[src/rtl/fetch_pkg.sv]
// Shared types and constants for the instruction fetch controller and its skid FIFO.
package fetch_pkg;

    localparam int XLEN    = 32;
    localparam int INSTR_W = 32;

    localparam logic [INSTR_W-1:0] NOP_INSTR = 32'h0000_0013;

    typedef enum logic [1:0] {
        IDLE  = 2'd0,
        RUN   = 2'd1,
        FLUSH = 2'd2
    } fetch_state_t;

    typedef struct packed {
        logic [XLEN-1:0]    pc;
        logic [INSTR_W-1:0] instr;
    } fetch_entry_t;

    // Force a byte address onto a 4-byte instruction boundary.
    function automatic logic [XLEN-1:0] align_word(input logic [XLEN-1:0] addr);
        return {addr[XLEN-1:2], 2'b00};
    endfunction

endpackage

[src/rtl/fetch_skid_fifo.sv]
// Two-entry FIFO of {pc, instruction} pairs; clear beats push and pop.
module fetch_skid_fifo
    import fetch_pkg::*;
(
    input  logic         clk,
    input  logic         reset,
    input  logic         i_push,
    input  fetch_entry_t i_push_data,
    input  logic         i_pop,
    input  logic         i_clear,
    output logic [1:0]   o_count,
    output fetch_entry_t o_head
);

    fetch_entry_t r_mem [0:1];
    logic         r_rd_ptr;
    logic         r_wr_ptr;
    logic [1:0]   r_count;

    logic w_do_pop;
    logic w_do_push;

    // A push into a full FIFO is only legal when the head leaves in the same cycle.
    assign w_do_pop  = i_pop && (r_count != 2'd0);
    assign w_do_push = i_push && ((r_count != 2'd2) || w_do_pop);

    // Storage array; contents are don't-care while the count says empty.
    always_ff @(posedge clk) begin
        if (w_do_push && !i_clear && !reset) begin
            r_mem[r_wr_ptr] <= i_push_data;
        end
    end

    // Pointer and occupancy bookkeeping.
    always_ff @(posedge clk) begin
        if (reset || i_clear) begin
            r_rd_ptr <= 1'b0;
            r_wr_ptr <= 1'b0;
            r_count  <= 2'd0;
        end else begin
            if (w_do_push) begin
                r_wr_ptr <= ~r_wr_ptr;
            end
            if (w_do_pop) begin
                r_rd_ptr <= ~r_rd_ptr;
            end
            case ({w_do_push, w_do_pop})
                2'b10:   r_count <= r_count + 2'd1;
                2'b01:   r_count <= r_count - 2'd1;
                default: r_count <= r_count;
            endcase
        end
    end

    assign o_count = r_count;
    assign o_head  = r_mem[r_rd_ptr];

endmodule

[src/rtl/instruction_fetch_ctrl.sv]
// Fetch sequencer: owns the PC, issues reads to a 1-cycle synchronous ROM and feeds
// decode through a 2-entry skid FIFO, with epoch-based squashing on redirects.
module instruction_fetch_ctrl
    import fetch_pkg::*;
#(
    parameter logic [XLEN-1:0] RESET_PC   = 32'h0000_0000,
    parameter int              FIFO_DEPTH = 2
)
(
    input  logic                clk,
    input  logic                reset,
    input  logic                fetch_enable,
    input  logic                redirect_valid,
    input  logic [XLEN-1:0]     redirect_pc,
    output logic                imem_read_enable,
    output logic [XLEN-1:0]     imem_address,
    input  logic [INSTR_W-1:0]  imem_instruction,
    output logic                if_valid,
    input  logic                if_ready,
    output logic [XLEN-1:0]     if_pc,
    output logic [INSTR_W-1:0]  if_instruction
);

    if (FIFO_DEPTH != 2) begin : g_depth_check
        $fatal(1, "instruction_fetch_ctrl: FIFO_DEPTH must be 2");
    end

    fetch_state_t    r_state;
    logic [XLEN-1:0] r_pc;
    logic            r_inflight;
    logic            r_epoch;
    logic [XLEN-1:0] r_resp_pc;
    logic            r_resp_epoch;

    logic            w_credit_ok;
    logic            w_issue;
    logic            w_resp_valid;
    logic            w_fifo_empty;
    logic            w_handshake;
    logic            w_push;
    logic            w_pop;
    logic [1:0]      w_count;
    fetch_entry_t    w_head;
    fetch_entry_t    w_resp_entry;
    fetch_entry_t    w_out;

    // The outstanding read already owns a slot, so FIFO space is reserved before issue.
    assign w_credit_ok  = ({1'b0, w_count} + {2'b00, r_inflight}) < 3'd2;
    assign w_issue      = (r_state == RUN) && fetch_enable && !redirect_valid
                          && !reset && w_credit_ok;
    assign w_resp_valid = r_inflight && (r_resp_epoch == r_epoch);
    assign w_fifo_empty = (w_count == 2'd0);

    assign w_resp_entry.pc    = r_resp_pc;
    assign w_resp_entry.instr = imem_instruction;

    // An arriving response is shown directly when nothing older is queued.
    assign if_valid    = !w_fifo_empty || w_resp_valid;
    assign w_handshake = if_valid && if_ready;
    assign w_pop       = w_handshake && !w_fifo_empty;
    assign w_push      = w_resp_valid && !(w_fifo_empty && w_handshake);

    // Decode-side view: queued head first, otherwise the response on the ROM bus.
    always_comb begin
        w_out = '0;
        if (!w_fifo_empty) begin
            w_out = w_head;
        end else if (w_resp_valid) begin
            w_out = w_resp_entry;
        end else begin
            w_out = '0;
        end
    end

    assign if_pc            = w_out.pc;
    assign if_instruction   = w_out.instr;
    assign imem_read_enable = w_issue;
    assign imem_address     = r_pc;

    // Fetch FSM with PC, in-flight tracking and redirect epoch.
    always_ff @(posedge clk) begin
        if (reset) begin
            r_state      <= IDLE;
            r_pc         <= RESET_PC;
            r_inflight   <= 1'b0;
            r_epoch      <= 1'b0;
            r_resp_pc    <= '0;
            r_resp_epoch <= 1'b0;
        end else begin
            r_inflight <= w_issue;
            if (w_issue) begin
                r_resp_pc    <= r_pc;
                r_resp_epoch <= r_epoch;
            end
            if (redirect_valid) begin
                r_pc    <= align_word(redirect_pc);
                r_epoch <= ~r_epoch;
                r_state <= FLUSH;
            end else begin
                if (w_issue) begin
                    r_pc <= r_pc + 32'd4;
                end
                case (r_state)
                    IDLE:    r_state <= fetch_enable ? RUN : IDLE;
                    RUN:     r_state <= fetch_enable ? RUN : IDLE;
                    FLUSH:   r_state <= fetch_enable ? RUN : IDLE;
                    default: r_state <= IDLE;
                endcase
            end
        end
    end

    fetch_skid_fifo u_skid (
        .clk         (clk),
        .reset       (reset),
        .i_push      (w_push),
        .i_push_data (w_resp_entry),
        .i_pop       (w_pop),
        .i_clear     (redirect_valid),
        .o_count     (w_count),
        .o_head      (w_head)
    );

endmodule
[config.mk]
export PLATFORM = sky130hd
export DESIGN_NAME = instruction_fetch_ctrl
export DESIGN_NICKNAME = d
export VERILOG_FILES = /design/src/rtl/fetch_pkg.sv /design/src/rtl/fetch_skid_fifo.sv /design/src/rtl/instruction_fetch_ctrl.sv
export SDC_FILE = /design/constraint.sdc
export NUM_CORES = 1
export LEC_CHECK = 0
export CAP_MARGIN = 20
export CORE_MARGIN = 2
export CORE_UTILIZATION = 55
export DETAILED_ROUTE_END_ITERATION = 16
export GPL_TIMING_DRIVEN = 0
export HOLD_SLACK_MARGIN = 0.12
export PLACE_DENSITY = 0.95
export SLEW_MARGIN = 20
export SYNTH_ARGS = -nofsm -noshare
export SYNTH_HDL_FRONTEND = slang
export SYNTH_SLANG_ARGS = --single-unit
[constraint.sdc]
create_clock -name clk -period 21.7 [get_ports clk]
set_input_delay 4.34 -clock clk [delete_from_list [all_inputs] [get_ports clk]]
set_output_delay 4.34 -clock clk [all_outputs]
set_load 0.01 [all_outputs]
==> impl_metrics.py <==
metrics = {
    "sta": {
        "grt_setup_unrepaired": "false",
        "finalHoldWorstSlack_ns": 0.482,
        "maxSlewHeadroom_pct": 41.9,
        "report.final.setup_viol": 0,
        "timing_worst_slew_pin_value_ns": 0.871,
        "worst_slack_ns": 10.90,
        "finalWorstPathRequiredPeriod_ns": 10.80,
        "timing.final.hold_violations": 0,
        "max_slew_violations": 0,
        "fin_worst_skew_ns": 0.00860,
        "timing.setup.tns_ns": 0,
        "timing.final.crit_share_pct": 49.8,
        "fmax_mhz": 92.6,
    },
    "synth": {
        "yosys-top-cells-area": "edfxtp_1 45%, dfxtp_1 17%, mux2i_1 7.7%",
        "synth.yosys.seq_area_share_pct": 62.2,
        "ys_dominant_reg_cell": "edfxtp_1",
        "syn_avg_cell_area_um2": 11.1,
        "synthesis.yosys.warnings": 0,
        "synth_enable_flop_cells": 124,
        "synthCells": 742,
        "synth.ff_latch_count": 194,
        "post_synth_num_cell_types": 46,
        "asyncSetResetFlopFracSynth_pct": 0,
        "yosysTopAreaCell": "edfxtp_1",
        "post_synth_instance_area_um2": 8240,
        "synth_top_area_share_pct": 45.2,
    },
    "clock_network": {
        "cts_root_buf": "clkbuf_16",
        "cts_post_setup_buffers_inserted": 0,
        "clock-sinks": 194,
        "cts.repair.resized": 0,
        "tritoncts": "yes",
        "clkLatencyLatePin_ns": 0.43,
        "worst_setup_hold_path_clk_slew_ns": 0.07,
        "hold_buffers": 0,
        "cts_buffers": 17,
        "cts_buffer_depth": 2,
        "htree_num_levels": 4,
    },
    "setup_path": {
        "crit_path_top_delay_cell": "clkdlybuf4s50_1",
        "worst_r2r_path_depth": 7,
        "crit_path_start_kind": "input pin",
        "worst_r2r_endpoint": "u_skid.r_mem[1][52]",
        "class_of_the_most_critical_setup_path": "in2out",
        "endpoint_kind": "output pin",
        "crit_path_frequent_cell": "clkdlybuf4s50_1",
        "cp.arrival_ns": 6.46,
        "worst_r2r_startpoint": "u_skid.o_count[1]",
        "crit_chain": "clkdlybuf4s50_1 -> nor2_1 -> nand3_4 -> inv_2 -> buf_2 -> clkdlybuf4s50_1",
        "critical_path.max_fanout": 10,
        "capture_point_of_the_worst_path": "imem_read_enable",
        "worstPathRequired_ns": 17.36,
        "r2r_slack_ns": 19.37,
        "crit_path_start": "redirect_valid",
        "crit_path_max_incr_delay_ns": 0.60,
    },
    "global_route": {
        "first_pass_grt_wire_length_um": 33600,
        "number_of_global_route_vias_before_repair": 6366,
        "gr-total-overflow": 0,
        "grt_antenna_before_repair": 0,
        "groute.usage.overall_pct": 27.0,
        "grt_start_max_net_pins": 18,
    },
    "final_layout": {
        "area_growth_syn_to_layout_pct": 31.3,
        "layout_common_cells": "160 x nand2_1, 160 x clkdlybuf4s50_1, 124 x edfxtp_1, 70 x dfxtp_1, 67 x o21ai_0",
        "drive_above_1_share_pct": 7.05,
        "regArea_um2": 5120,
        "nets": 1009,
        "number_of_inserted_diodes": 0,
        "final_design_area_no_fill_um2": 10800,
        "multi_input_comb_area_um2": 2910,
        "fillers": 970,
    },
    "worst_hold_path": {
        "instance_count_along_the_most_critical_hold_path": 0,
        "hold_path.class": "reg2reg",
    },
    "route": {
        "detail_route_antenna_nets": 0,
        "route.met2.wl_um": 10500,
        "via_per_inst": 5.85,
        "initialDrtViolationCount": 735,
        "met3RoutedLength_um": 2030,
        "detailedRoute.firstPassIterationCount": 6,
        "via_count": 6640,
        "maxUsedRoutingLayer": "met4",
        "route.layer.met1.wl_um": 8400,
        "post_dr_wirelength_cell_um": 19.0,
        "routed_wirelength_um": 21600,
        "drc_errors": 0,
    },
    "die": {
        "die_width_um": 126,
        "vert_die_dim_um": 126,
        "core-area_um2": 14600,
        "row_count": 44,
        "ios": 167,
        "effective_utilization_at_floorplan_pct": 56.5,
        "dieArea_um2": 16000,
    },
    "power_and_ir_drop": {
        "power.share.switching_pct": 21.7,
        "pwr-share-seq_pct": 53.1,
        "power.density_cell_area_nw_per_um2": 69.6,
        "irDropWorstVdd_mv": 0.0543,
        "total_power_uw": 753,
        "static-leakage-power_nw": 3.33,
        "cell_internal_pwr_uw": 590,
        "power.share.clock_pct": 41.2,
        "netSwitchingPower_uw": 163,
        "comb_power_share_pct": 5.7,
    },
    "placement": {
        "place.gp.congestion": 0.973,
        "place.port_buffers": 160,
        "place_worst_setup_slack_ns": 10.95,
        "dp.final_hpwl_um": 15100,
        "placed_cell_area_um2": 10200,
    },
    "flow_run": {
        "max_cap_violations": 0,
    },
    "outcome": {
        "outcome": "finished, final reports clean",
    },
}
## worst min path at each step
stage,startpoint,slack [ns],endpoint
2_1_floorplan,r_resp_pc[2],0.45,u_skid.r_mem[0][34]
3_3_place_gp,r_resp_epoch,0.45,r_resp_epoch
3_5_place_dp,r_resp_epoch,0.46,r_resp_epoch
4_1_cts,r_resp_pc[9],0.48,u_skid.r_mem[0][41]
5_1_grt,r_resp_epoch,0.49,r_resp_epoch
6_report,r_resp_pc[11],0.48,u_skid.r_mem[1][43]
## power by group through the flow
| stage | logic, mW | registers (mW) | clock network, mW |
|---|---|---|---|
| 5_1_grt | 0.0454 | 0.401 | 0.328 |
| 4_1_cts | 0.0424 | 0.400 | 0.312 |
| 3_5_place_dp | 0.0420 | 0.408 | 0 |
| 6_report | 0.0428 | 0.400 | 0.310 |
| 2_1_floorplan | 0.0141 | 0.408 | 0 |
| 3_3_place_gp | 0.0410 | 0.408 | 0 |
## state kept, by name (all words and copies together), names as in the netlist, named ones only
name and flops:
r_inflight 1, r_resp_pc 30, u_skid.r_wr_ptr 1, r_state 2, u_skid.r_mem 124, r_resp_epoch 1, u_skid.r_rd_ptr 1, imem_address 30
u_skid.o_count 2, r_epoch 1
## cell families after synthesis
family / after synthesis / share of synthesized area [%]
and+or+nand+nor: 256 / 14.5
DFF: 194 / 62.2
AOI/OAI and AO/OA: 140 / 9.28
muxes: 64 / 7.79
buffers and inverters: 56 / 2.82
xor gates and xnor gates: 29 / 3.08
adders and majority gates: 2 / 0.304
other: 1 / 0.0455
## Yosys cell counts, drive strengths merged (2+ instances only)
library cell  instances
a31oi                 8
dfxtp                70
clkbuf               36
nand3                13
mux2i                63
and3                  6
o211ai                2
xnor2                25
nand2               161
ha                    2
and2                 14
xor2                  4
inv                   5
a21oi                44
nor3                  8
a211oi                7
and4                  5
or3                   3
and4bb                2
nor4                 10
nor2                 20
o22ai                 7
o21ai                67
o311ai                2
buf                  14
nand4                10
edfxtp              124
## critical path: cells and delay by family
kind          cells  cell delay, ns
buf+inv           4            1.63
simple gates      2            0.48
## layer usage
metal	vias up	track usage, %
li1	3054	-
met1	3113	35.5
met2	411	44.5
met3	62	4.98
met4	0	11.1
met5	-	0
## per-stage QoR
| step | util [%] | std cells |
|---|---|---|
| floorplan | - | 745 |
| global placement | 69.1 | 1089 |
| detailed placement | 70.0 | 1103 |
| CTS | 74.2 | 1135 |
| global route | 74.2 | 1135 |
| finish | 74.2 | 1135 |
## area by class of cell
type,instances,area share (%)
sequential,194,47.4
multi-input combinational,495,26.9
timing repair buffer,174,15.9
clock buffer,20,4.42
tap,184,2.13
buffer,50,1.94
clock inverter,12,1.12
inverter,6,0.208
(Power assumes the default switching activity.)
